==> config.mk <==
export PLATFORM = sky130hd
export DESIGN_NAME = axis_trace_serializer
export DESIGN_NICKNAME = d
export VERILOG_FILES = /design/src/rtl/trace_pkg.sv /design/src/rtl/axis_trace_serializer.sv
export SDC_FILE = /design/constraint.sdc
export NUM_CORES = 1
export LEC_CHECK = 0
export CAP_MARGIN = 5
export CORE_AREA = 3 3 441 443
export CTS_BUF_LIST = sky130_fd_sc_hd__clkbuf_4 sky130_fd_sc_hd__clkbuf_8
export CTS_CLUSTER_DIAMETER = 60
export DETAILED_ROUTE_END_ITERATION = 6
export DIE_AREA = 0 0 444 446
export HOLD_SLACK_MARGIN = 0.05
export PLACE_DENSITY_LB_ADDON = 0.08
export RECOVER_POWER = 100
export SYNTH_ARGS = -nofsm -noshare
export SYNTH_HDL_FRONTEND = slang
export SYNTH_SLANG_ARGS = --single-unit
==> constraint.sdc <==
create_clock -name clk -period 4.9 [get_ports clk]
set_input_delay 0.98 -clock clk [delete_from_list [all_inputs] [get_ports clk]]
set_output_delay 0.98 -clock clk [all_outputs]
set_load 0.02 [all_outputs]
==> src/rtl/trace_pkg.sv <==
// Trace packet field layout shared by the monitor, this serializer and the host decoder.
// Also carries the serializer FSM state type and default beat geometry.
package trace_pkg;

    localparam int PC_LSB             = 0;
    localparam int PC_WIDTH           = 64;
    localparam int DELTA_LSB          = 64;
    localparam int DELTA_WIDTH        = 64;
    localparam int INSTR_LSB          = 128;
    localparam int INSTR_WIDTH        = 32;
    localparam int PERF_LSB           = 160;
    localparam int PERF_WIDTH         = 7;
    localparam int TRACE_ACTIVE_BITS  = 167;

    localparam int TRACE_OUT_WIDTH    = 64;
    localparam int TRACE_ACTIVE_BEATS = 3;

    typedef enum logic {
        ST_EMPTY = 1'b0,
        ST_SEND  = 1'b1
    } ser_state_e;

endpackage

==> src/rtl/axis_trace_serializer.sv <==
// Splits one wide AXI-Stream trace packet into ACTIVE_BEATS narrow beats, keeping
// tlast on the final beat and counting fully forwarded packets.
//
// state    | meaning
// ST_EMPTY | no packet held, slave side ready
// ST_SEND  | packet held, beat beat_idx_q presented on the master side
module axis_trace_serializer
    import trace_pkg::*;
#(
    parameter int IN_WIDTH     = 1024,
    parameter int OUT_WIDTH    = TRACE_OUT_WIDTH,
    parameter int ACTIVE_BEATS = TRACE_ACTIVE_BEATS,
    parameter int COUNT_WIDTH  = 32
) (
    input  logic                   clk,
    input  logic                   rst_n,
    input  logic                   S_AXIS_tvalid,
    output logic                   S_AXIS_tready,
    input  logic [IN_WIDTH-1:0]    S_AXIS_tdata,
    input  logic                   S_AXIS_tlast,
    output logic                   M_AXIS_tvalid,
    input  logic                   M_AXIS_tready,
    output logic [OUT_WIDTH-1:0]   M_AXIS_tdata,
    output logic                   M_AXIS_tlast,
    output logic                   busy,
    output logic [COUNT_WIDTH-1:0] pkt_count
);

    localparam int HOLD_W = ACTIVE_BEATS * OUT_WIDTH;
    localparam int IDX_W  = (ACTIVE_BEATS > 1) ? $clog2(ACTIVE_BEATS) : 1;
    localparam logic [IDX_W-1:0] LAST_IDX = IDX_W'(ACTIVE_BEATS - 1);

    ser_state_e             state_q, state_d;
    logic [HOLD_W-1:0]      hold_data_q, hold_data_d;
    logic                   hold_last_q, hold_last_d;
    logic [IDX_W-1:0]       beat_idx_q, beat_idx_d;
    logic [COUNT_WIDTH-1:0] pkt_count_q, pkt_count_d;

    logic full;
    logic final_hs;
    logic s_hs;
    logic m_hs;
    logic [OUT_WIDTH-1:0] beat_data;

    // Only the active low bits of the packet are held; the rest is dropped here.
    if (IN_WIDTH > HOLD_W) begin : g_unused_hi
        logic unused_tdata_hi;
        assign unused_tdata_hi = ^S_AXIS_tdata[IN_WIDTH-1:HOLD_W];
    end

    always_ff @(posedge clk) begin
        if (!rst_n) begin
            state_q     <= ST_EMPTY;
            hold_data_q <= '0;
            hold_last_q <= 1'b0;
            beat_idx_q  <= '0;
            pkt_count_q <= '0;
        end else begin
            state_q     <= state_d;
            hold_data_q <= hold_data_d;
            hold_last_q <= hold_last_d;
            beat_idx_q  <= beat_idx_d;
            pkt_count_q <= pkt_count_d;
        end
    end

    always_comb begin
        beat_data = '0;
        for (int k = 0; k < ACTIVE_BEATS; k++) begin
            if (beat_idx_q == IDX_W'(k)) beat_data = hold_data_q[k*OUT_WIDTH +: OUT_WIDTH];
        end
    end

    // Freeing the holder on the final beat lets the next packet load with no bubble.
    assign full          = (state_q == ST_SEND);
    assign m_hs          = full & M_AXIS_tready;
    assign final_hs      = m_hs & (beat_idx_q == LAST_IDX);
    assign S_AXIS_tready = rst_n & (~full | final_hs);
    assign s_hs          = S_AXIS_tvalid & S_AXIS_tready;

    always_comb begin
        state_d     = state_q;
        hold_data_d = hold_data_q;
        hold_last_d = hold_last_q;
        beat_idx_d  = beat_idx_q;
        pkt_count_d = pkt_count_q;

        if (m_hs && !final_hs) beat_idx_d = beat_idx_q + IDX_W'(1);

        if (final_hs) begin
            pkt_count_d = pkt_count_q + COUNT_WIDTH'(1);
            beat_idx_d  = '0;
            state_d     = ST_EMPTY;
        end

        if (s_hs) begin
            hold_data_d = S_AXIS_tdata[HOLD_W-1:0];
            hold_last_d = S_AXIS_tlast;
            beat_idx_d  = '0;
            state_d     = ST_SEND;
        end
    end

    assign M_AXIS_tvalid = full;
    assign M_AXIS_tdata  = beat_data;
    assign M_AXIS_tlast  = full & hold_last_q & (beat_idx_q == LAST_IDX);
    assign busy          = full;
    assign pkt_count     = pkt_count_q;

endmodule

==> results by group, run 1 <==
Placed design
  • Port bufs: around 300
  • Place WS: 0.794 ns
  • HPWL after detailed placement: 47.6 mm
  • Gpl congestion: 0.659

Global routing
  • Gr ovfl total: 0
  • Initial antenna violation count: 45
  • GR Util met3: 1.60%
  • GRT met2 Usage: approximately 11%
  • First-pass GRT wire length: 88.7 mm
  • Routing usage on met1: under 10%
  • GR Util All Layers: 6.46%
  • Largest net degree at the start of global routing: 96
  • Global route hottest layer: met2
  • Vias in the first global route: 11000

Die
  • Die X: between 400 and 500 um
  • Num rows: between 150 and 200
  • Die area: between 150000 and 200000 sq um
  • Initial Util: under 10%
  • Die H: 446 um
  • Num ports: around 1100
  • Total core area: 190000 sq um

Critical path
  • R2r setup slk: 0.52 ns
  • Req. time, crit path: 3.92 ns
  • CP Launch Type: register
  • Worst R2R Start: beat_idx_q[0]
  • Worst r2r path cells: 7
  • Crit path DAT: 3.45 ns
  • CP Capture Type: output pin
  • CP Max Fanout: 45
  • Kind of critical path: register to output pin
  • Reg-to-Reg End: hold_data_q[81]

Min path
  • Worst hold endpoint: hold_data_q[100]
  • HP Class: register to register
  • Hold-critical path depth: 2
  • Hold Path Origin: hold_data_q[100]

Power and ir drop
  • PwrDens: 340 nW/um^2
  • Lkg Pwr: 5.52 nW
  • Internal power: 0.00414 W
  • Clock power frac: 53.4%
  • Comb pwr share: 11.7%
  • Psw: 0.00169 W
  • Reg power frac: 34.9%
  • Net switching fraction of the power: slightly below 30%
  • Worst ir drop on vdd: 126 uV

Timing
  • Tightest Pin Transition: roughly 2.6 ns
  • Final setup vio count: 0
  • Worst setup margin: 0.467 ns
  • Highest Clock Rate: 226 MHz
  • Final min period: 4.43 ns
  • Crit share post-route: 90.5%
  • Fin. max-slew vios: 3
  • Sum Neg Setup Slack: 0 ns
  • RSZ-0062 raised after global routing: no
  • Relative slew slack: -74.7%
  • Setup Skew: 0.0320 ns
  • Final Hold Viols: 0
  • Worst hold slack: 0.454 ns

Clock network
  • CTS Sinks: 228
  • CTS tree: yes
  • Clk_lat worst skew: 0.74 ns
  • Total CTS buffers: 70
  • CTS HTree Levels: 3
  • Root buffer cell: clkbuf_8
  • CTS max path bufs: 3
  • CTS clock-pin slew for the worst setup and hold paths: 0.05 ns
  • Post_cts resized: 0

Yosys
  • Synth Register Bits: 228
  • Mapped Cells: 1391
  • Synthesized area per cell: 6.98 sq um
  • Yosys cell types: 32
  • Post-Syn Nets: 2424
  • Sequential share of the synthesized area: 47.0%
  • Ys Warns: 0
  • Synth Cell Area: 9710 sq um

Detailed routing
  • Final wirelength: 64.7 mm
  • Routed Antenna Nets: 0
  • Wire per inst: 15.3 um
  • Via count: 10400
  • Number of remaining DRC errors: 0
  • Vias per cell: 2.45
  • Initial DRC count: 316
  • Pre-antenna DRT Iters: 5

Run status
  • Failing checks: capacitance limit, slew limit
  • Status: finished with violations

Finish
  • Filler cells: between 20000 and 25000
  • Layout Area Growth over Synthesis: 76.6%
  • Final #Nets: 2705
  • Share of cells above drive strength 1: 8.44%
  • Final Util: 9.01%

Flow run
  • Total of max-cap violations: 1
placed cells by master (no fill, tap or decap), drive strengths merged, types with 4 or more instances in the layout:
cell type and n:
inv 8, buf 21, dlygate4sd3 86, ha 4, nand2 526, dfxtp 228
nand4 8, nor3 5, o21ai 266, nor2 80, o31ai 11, bufinv 4
clkdlybuf4s50 209, or3 9, clkinv 9, a21oi 86, clkbuf 105, or4 13
diode 13, xnor2 8, nand3 10
worst max path at each step:
stage,end,from,slack [ns]
final,M_AXIS_tdata[0],beat_idx_q[0],0.47
after global routing,M_AXIS_tdata[53],beat_idx_q[0],0.05
after CTS,M_AXIS_tdata[40],beat_idx_q[0],0.12
after detailed placement,M_AXIS_tdata[40],beat_idx_q[1],0.79
after global placement,M_AXIS_tdata[40],beat_idx_q[1],0.79
after floorplan,M_AXIS_tdata[43],beat_idx_q[0],2.18
per-stage QoR:
| step | cells | power (W) | area [sq um] |
|---|---|---|---|
| floorplan | 1391 | 0.00234 | 9710 |
| global placement | 4110 | 0.00281 | 15700 |
| detailed placement | 4110 | 0.00281 | 15700 |
| CTS | 4229 | 0.00615 | 17200 |
| global route | 4232 | 0.00624 | 17100 |
| finish | 4242 | 0.00583 | 17200 |
synthesized netlist by cell type:
cell        n  area, sq um
and4_1      2         17.5
nand4_1     6         37.5
buf_2      16         80.1
and3_1      3         18.8
or3_1       9         56.3
nor3_1      5         25.0
a21oi_1    86          430
o21ai_0   266         1330
and2_1      1         6.26
o31ai_1    11         82.6
or4_1      13         97.6
nor3b_2     1         12.5
nor3b_1     1         7.51
mux2i_1     1         10.0
nand2b_1    2         12.5
buf_4       2         15.0
a21boi_1    1         7.51
nand3_1    10         50.1
buf_1       3         11.3
inv_1       6         22.5
dfxtp_1   228         4560
nand2_1   526         1970
inv_2       1         3.75
nand4_2     2         25.0
nor2_1     80          300
xnor2_1     8         70.1
o41ai_1     1         8.76
xor2_1      2         17.5
clkbuf_1   90          338
nor4_1      3         18.8
ha_1        4         50.1
o311ai_0    1         8.76
registers in the layout, indices dropped and copies added, names as in the netlist:
register,count
hold_last_q,1
hold_data_q,192
beat_idx_q,2
pkt_count,32
M_AXIS_tvalid,1
cell families after synthesis:
family          count (synthesis)  synth area share [%]
xor+xnor                       10                 0.902
simple gates                  664                  27.4
mux                             1                 0.103
flops                         228                  47.0
buf+inv                       118                  4.84
compound gates                366                  19.2
fa+ha+maj                       4                 0.515
layer usage:
layer	part of all wire (%)	routed length [um]	up-vias
met3	5.4	3490	146
li1	-	-	5173
met2	49	31600	269
met1	42	27000	4804
met5	0.040	26	-
met4	4.0	2560	4
cell type report:
class / count / area (sq um) / share of cell area, %
tap: 2511 / 3140 / 18.3
inverter: 7 / 26.3 / 0.153
multi-input combinational: 1045 / 4700 / 27.4
timing repair buffer: 320 / 3210 / 18.7
clock buffer: 101 / 1290 / 7.52
sequential: 228 / 4560 / 26.6
antenna: 13 / 32.5 / 0.190
clock inverter: 17 / 196 / 1.15
what timing repair did:
| item | CTS | global route |
|---|---|---|
| hold buffers | 0 | 0 |
| endpoints found under the setup margin | 5 | 0 |
| setup buffers | 1 | 0 |
power groups by stage:
stage | Combinational, W | Sequential (W) | Clock [W]
after floorplan | 0.000289 | 0.00205 | 0
after global placement | 0.000739 | 0.00207 | 0
after detailed placement | 0.000732 | 0.00207 | 0
after CTS | 0.000739 | 0.00204 | 0.00338
after global routing | 0.000765 | 0.00205 | 0.00342
final | 0.000681 | 0.00203 | 0.00311
critical path: stages, from the launching register on:
cell           delay, ns
dfxtp_1             0.35
inv_1               0.17
ha_4                0.49
buf_2               0.72
o21ai_0             0.26
dlygate4sd3_1       0.71
Power figures use the tool's default switching activity.
==> run 2, diff against run 1 <==
--- a/config.mk
+++ b/config.mk
@@ -6,11 +6,11 @@
 export NUM_CORES = 1
 export LEC_CHECK = 0
 export CAP_MARGIN = 5
-export CORE_AREA = 3 3 441 443
+export CORE_AREA = 3 3 442 444
 export CTS_BUF_LIST = sky130_fd_sc_hd__clkbuf_4 sky130_fd_sc_hd__clkbuf_8
 export CTS_CLUSTER_DIAMETER = 60
 export DETAILED_ROUTE_END_ITERATION = 6
-export DIE_AREA = 0 0 444 446
+export DIE_AREA = 0 0 445 447
 export HOLD_SLACK_MARGIN = 0.05
 export PLACE_DENSITY_LB_ADDON = 0.08
 export RECOVER_POWER = 100
==> constraint.sdc (replaced) <==
create_clock -name clk -period 3.7 [get_ports clk]
set_input_delay 0.74 -clock clk [delete_from_list [all_inputs] [get_ports clk]]
set_output_delay 0.74 -clock clk [all_outputs]
set_load 0.02 [all_outputs]
==> run 2 against run 1 <==
  * The flow now finishes without violations
  * Global-route usage is essentially flat
  * Sequential share of layout area fell by 0.19 points
  * Largest cell class unchanged
  * Setup slack lost 0.24 ns
  * Cell area is 0.71% higher
  * Die area up 0.45%
  * Utilization about the same
==> results by group, run 2 (synthesized netlist as in run 1, its figures left out) <==
Placed design
  • Place WS: 0.345 ns
  • HPWL after detailed placement: 47.2 mm
  • Post-DP Area: 15900 sq um
  • Port bufs: 296
  • Gpl congestion: roughly 0.66

Critical path
  • CP Launch Type: register
  • Req. time, crit path: 2.96 ns
  • Cell family with most CP delay: buffers and inverters
  • Crit path top cell by count: buf_16
  • Buf/Inv on CP: 4
  • CP Capture Type: output pin
  • Kind of critical path: register to output pin
  • Slowest CP cell: dfxtp_1
  • Crit path DAT: 2.74 ns
  • Worst-path cell chain: inv_1 > ha_4 > buf_16 > buf_16 > nor2_1 > a21oi_1 > o21ai_0 > dlygate4sd2_1
  • Delay of the slowest critical-path stage: between 0.3 and 0.4 ns
  • CP Max Fanout: 32

Clock network
  • Clk_lat worst skew: between 0.7 and 0.8 ns
  • CTS HTree Levels: 3
  • Root buffer cell: clkbuf_8
  • CTS max path bufs: 3
  • CTS Sinks: ~230
  • Total CTS buffers: 69
  • CTS tree: yes
  • CTS clock-pin slew for the worst setup and hold paths: 0.05 ns

Timing
  • Highest Clock Rate: 288 MHz
  • Final min period: 3.48 ns
  • Setup Skew: about 0.03 ns
  • Relative slew slack: 44.7%
  • Final setup vio count: 0
  • Final Hold Viols: 0
  • Crit share post-route: 93.9%
  • Fin. max-slew vios: 0
  • Worst setup margin: 0.224 ns
  • Tightest Pin Transition: 0.827 ns
  • RSZ-0062 raised after global routing: yes
  • Sum Neg Setup Slack: 0 ns

Global routing
  • Initial antenna violation count: 50
  • GR Util All Layers: 6.50%
  • Largest net degree at the start of global routing: 90
  • Vias in the first global route: 11100
  • First-pass GRT wire length: ~90 mm
  • Gr ovfl total: 0

Die
  • Die area: approximately 200000 sq um
  • Die X: 445 um
  • Num ports: 1129
  • Total core area: 192000 sq um
  • Num rows: 161
  • Die H: 447 um
  • Initial Util: 5.06%

Power and ir drop
  • Worst ir drop on vdd: 180 uV
  • PwrDens: 429 nW/um^2
  • Lkg Pwr: roughly 5.7 nW

Finish
  • Share of cells above drive strength 1: 10.6%
  • Final #Nets: approximately 2700
  • Commonest non-fill, non-tap cell in the layout: nand2_1
  • Filler cells: 22400
  • Top reg by flops: hold_data_q
  • Fin area: 17300 sq um
  • Layout Area Growth over Synthesis: 77.9%
  • Commonest non-fill, non-tap cells in the layout: nand2_1 (526), o21ai_0 (260), dfxtp_1 (228), clkdlybuf4s50_1 (195), clkbuf_8 (81)
  • Max reg flops: around 190

Detailed routing
  • Routed Antenna Nets: 0
  • Initial DRC count: about 400
  • Number of remaining DRC errors: 0
  • Via count: 10600
  • Vias per cell: 2.47
  • Wire per inst: around 15 um
  • Final wirelength: 65.4 mm
  • Pre-antenna DRT Iters: 5

Min path
  • HP Class: input pin to register

Run status
  • Status: finished clean

Flow run
  • Total of max-cap violations: 0
run 2: changes by cell type in the layout (fill, tap and decap cells not counted), moves of 5 or more:
cell / delta
dlygate4sd3_1: -52
dlygate4sd2_1: +41
clkbuf_2: +17
clkdlybuf4s50_1: -14
a21oi_1: -7
a21oi_2: +7
clkbuf_4: +7
o21ai_0: -6
o21ai_1: +6
clkbuf_1: +5
clkbuf_8: -5
clkdlybuf4s15_1: +5
run 2: worst paths after layout:
check,start,end,slack [ns],cells after the start
max,beat_idx_q[1],M_AXIS_tdata[60],0.22,8
min,rst_n,hold_data_q[34],0.46,3
max reg2reg,beat_idx_q[0],pkt_count[22],0.38,9
min reg2reg,hold_data_q[81],hold_data_q[81],0.46,2
run 2: worst min-delay path, stage by stage:
cell	delay (ns)
clkbuf_8	0.23
nand2_1	0.11
o21ai_0	0.06
run 2: power by group:
part	switching [W]	total, W	leakage (nW)	internal (W)
clock network	0.00160	0.00382	0.728	0.00222
registers	0.0000815	0.00269	1.87	0.00261
logic	0.000516	0.000902	3.07	0.000387
total	0.00220	0.00741	5.67	0.00521
run 2: what timing repair did:
| item | in CTS | in global routing |
|---|---|---|
| resized for setup | 82 | 52 |
| cloned | 2 | 0 |
| pin swaps | 1 | 0 |
| hold buffers | 0 | 0 |
| setup endpoints to repair | 63 | 24 |
| setup buffers | 9 | 0 |
run 2: per-stage QoR:
stage	total power, W	utilization, %	std cells	hold WS (ns)
after floorplan	0.00309	-	1391	0.431
after global placement	0.00373	8.26	4138	0.448
after detailed placement	0.00372	8.26	4138	0.450
after CTS	0.00781	9.06	4263	0.317
after global routing	0.00793	8.99	4265	0.375
final	0.00741	9.00	4276	0.455
run 2: metal layers:
metal  share of wire (%)  vias up  track usage (%)
li1                    -     5220                -
met1                  43     4917             7.55
met2                  49      274             11.3
met3                 4.7      147             1.82
met4                 3.6        6             2.44
met5               0.061        -                0
run 2: area by class of cell:
class                           instances  area [sq um]  area share [%]
Multi-Input combinational cell       1045          4730            27.4
Sequential cell                       228          4560            26.4
Timing Repair Buffer                  343          3390            19.6
Tap cell                             2526          3160            18.3
Clock buffer                          100          1250            7.24
Clock inverter                         14           129           0.746
Antenna cell                           13          32.5           0.188
Inverter                                7          26.3           0.152
==> RTL edit (settings of run 2) <==
`hold_data_q` no longer has a reset.
--- a/src/rtl/axis_trace_serializer.sv
+++ b/src/rtl/axis_trace_serializer.sv
@@ -52,5 +52,4 @@
         if (!rst_n) begin
             state_q     <= ST_EMPTY;
-            hold_data_q <= '0;
             hold_last_q <= 1'b0;
             beat_idx_q  <= '0;
@@ -58,9 +57,12 @@
         end else begin
             state_q     <= state_d;
-            hold_data_q <= hold_data_d;
             hold_last_q <= hold_last_d;
             beat_idx_q  <= beat_idx_d;
             pkt_count_q <= pkt_count_d;
         end
+    end
+
+    always_ff @(posedge clk) begin
+        hold_data_q <= hold_data_d;
     end
 
Formal check against the unedited RTL: differs if rst_n is asserted again (counterexample within 4 cycles, from zero or initial values and one cycle with rst_n low); with rst_n held inactive, the same outputs for 4 cycles.
==> RTL edit against run 2 <==
  * Wire length down 22%
  * Sequential cell count unchanged
  * Power shrank 0.28%
  * Largest power group unchanged
  * Core utilization shrank 0.42 points
  * Worst setup slack improved by 0.060 ns
  * Synthesized cell count down 55%
  * Critical endpoint is now M_AXIS_tdata[9]
  * Critical path type unchanged
  * Area after synthesis shrank 10%
  * Design area decreased by 4.6%
  * Critical path depth rose by 1
==> RTL edit: results (changes against run 2) <==
- The flow ran to the end, and the final reports show no timing, DRC or antenna violations.
- Nets: 2017 (-26%)
- The antenna diode count was 27 (+14).
- Worst Skew: 0.0258 ns (-0.00399 ns)
- Count of instances resized after the clock tree is built: 93 (+13%)
- The slew at the pin with the worst max-slew slack came to 0.927 ns (+0.0999 ns).
- The post-synthesis sequential area ratio is 0.744 (+0.274).
- Endpoint arrival time on the critical path: 2.68 ns (-0.06 ns)
- Pre-CTS setup slack: 0.323 ns (-0.0218 ns)
* Min-delay src: hold_last_q
- Multi-input gate count: 353 (-66%)
- The complex-gate fraction of the synthesized area was 0.115 (-0.0772).
- The maximum vdd drop came to 0.217 mV (+21%).
- The total nets after synthesis was 1658 (-32%).
- Sequential portion of the cell area: 0.394 (+0.130)
- By area, the combinational part of the netlist is dominated by compound AO/OA/AOI/OAI gates.
- Detailed Routing Iterations Pass 1: 6 (+1)
* Adder and majority cell fraction of the synthesized area: 0.00574 (+0.000584)
- Total clock buffers created by CTS: 68 (-1.4%)
* Worst Hold End: hold_last_q
- Crit-path max cell delay: 0.37 ns (+0.02 ns)
* Leakage: 5.03 nW (-11%)
* Worst path slowest cell: sky130_fd_sc_hd__dfxtp_2
- Average instance area after synthesis: 14.0 um^2 (+100%)
- RR Endpoint: pkt_count[20]
- The least setup slack across all paths after layout came to 0.284 ns (+0.0596 ns).
* Number of global-route vias before repair: 7288 (-35%)
- Highest fanout seen on the critical path: 14 (-56%)
- The share of post-route cells with drive strength above 1 is 0.153 (+0.0469).
* Wire length of the first global-routing pass: 66400 um (-26%)
- The pin count of the biggest net entering global routing was 56 (-38%).
* Count of unique library cells instantiated by Yosys: 35 (+9.4%)
- Fraction of area in multi-input gates: 0.126 (-0.147)
- The path depth of the worst reg2reg path came to 7 (-2).
* Xor/xnor share of the synthesized area: 0.0110 (+0.00203)
- The mux share of post-synthesis cell area is 0.00688 (+0.00585).
* Iteration-0 DRC Markers: 259 (-36%)
* Post-CTS Setup Inserts: 5 (-4)
- By count the netlist is led by 192 x sky130_fd_sc_hd__edfxtp_1, 84 x sky130_fd_sc_hd__nand2_1, 68 x sky130_fd_sc_hd__o21ai_0, 63 x sky130_fd_sc_hd__a22oi_1, 36 x sky130_fd_sc_hd__dfxtp_1.
- Synth area leaders: sky130_fd_sc_hd__edfxtp_1 66%, sky130_fd_sc_hd__dfxtp_1 8.3%, sky130_fd_sc_hd__a22oi_1 5.4%, sky130_fd_sc_hd__o21ai_0 3.9%, sky130_fd_sc_hd__nand2_1 3.6%
- The final RePlAce weighted congestion was 0.626 (-5.0%).
- The final-layout clock-cell area share was 0.0847 (+0.00481).
- Cell depth of the worst min-delay path: 2 (-1)
* NonClk Buf Share: 0.198 (+0.00158)
* Total routing resource utilization after global routing: 0.0507 (-0.0143)
- The via density per instance is 1.91 (-23%).
RTL edit: worst max path at each step:
stage                  start  depth (start not counted)               end
5_1_grt        beat_idx_q[0]                          8  M_AXIS_tdata[29]
4_1_cts        beat_idx_q[0]                          4      M_AXIS_tlast
3_5_place_dp   beat_idx_q[1]                          7  M_AXIS_tdata[39]
6_report       beat_idx_q[0]                          9   M_AXIS_tdata[9]
3_3_place_gp   beat_idx_q[1]                          7  M_AXIS_tdata[39]
2_1_floorplan          rst_n                          2    hold_data_q[0]
RTL edit: critical path: cells and delay by family, from the launching register on:
kind            cells  cell delay (ns)
compound gates      2             0.36
fa+ha+maj           1             0.23
buf+inv             5             0.86
flops               1             0.37
simple gates        1             0.14
RTL edit: per-layer routing:
layer  vias up  track usage  share of wire
met2       273       0.0907           0.52
met4        18       0.0218          0.040
met3       165       0.0227          0.080
li1       3183            -              -
met5         -            0         0.0022
met1      3204       0.0506           0.35
RTL edit: power breakdown:
part           leakage [nW]  internal, mW  switching [mW]
Clock                 0.741          2.23            1.62
Combinational          2.22         0.281           0.346
Sequential             2.07          2.89          0.0261
Total                  5.03          5.40            1.99
RTL edit: logic make-up after synthesis:
group,count (synthesis)
buffers and inverters,44
muxes,6
adders and majority gates,4
xor gates and xnor gates,11
AOI/OAI and AO/OA,163
and+or+nand+nor,169
DFF,228
RTL edit: per-stage QoR:
stage | total power [mW] | std cells | setup TNS (ns) | hold slack (ns) | utilization
after floorplan | 3.17 | 625 | 0 | 0.432 | -
after global placement | 3.71 | 3434 | 0 | 0.463 | 0.0786
after detailed placement | 3.71 | 3434 | 0 | 0.457 | 0.0786
after CTS | 7.84 | 3560 | 0 | 0.405 | 0.0862
after global routing | 7.88 | 3568 | -0.0518 | 0.500 | 0.0856
final | 7.39 | 3587 | 0 | 0.462 | 0.0858
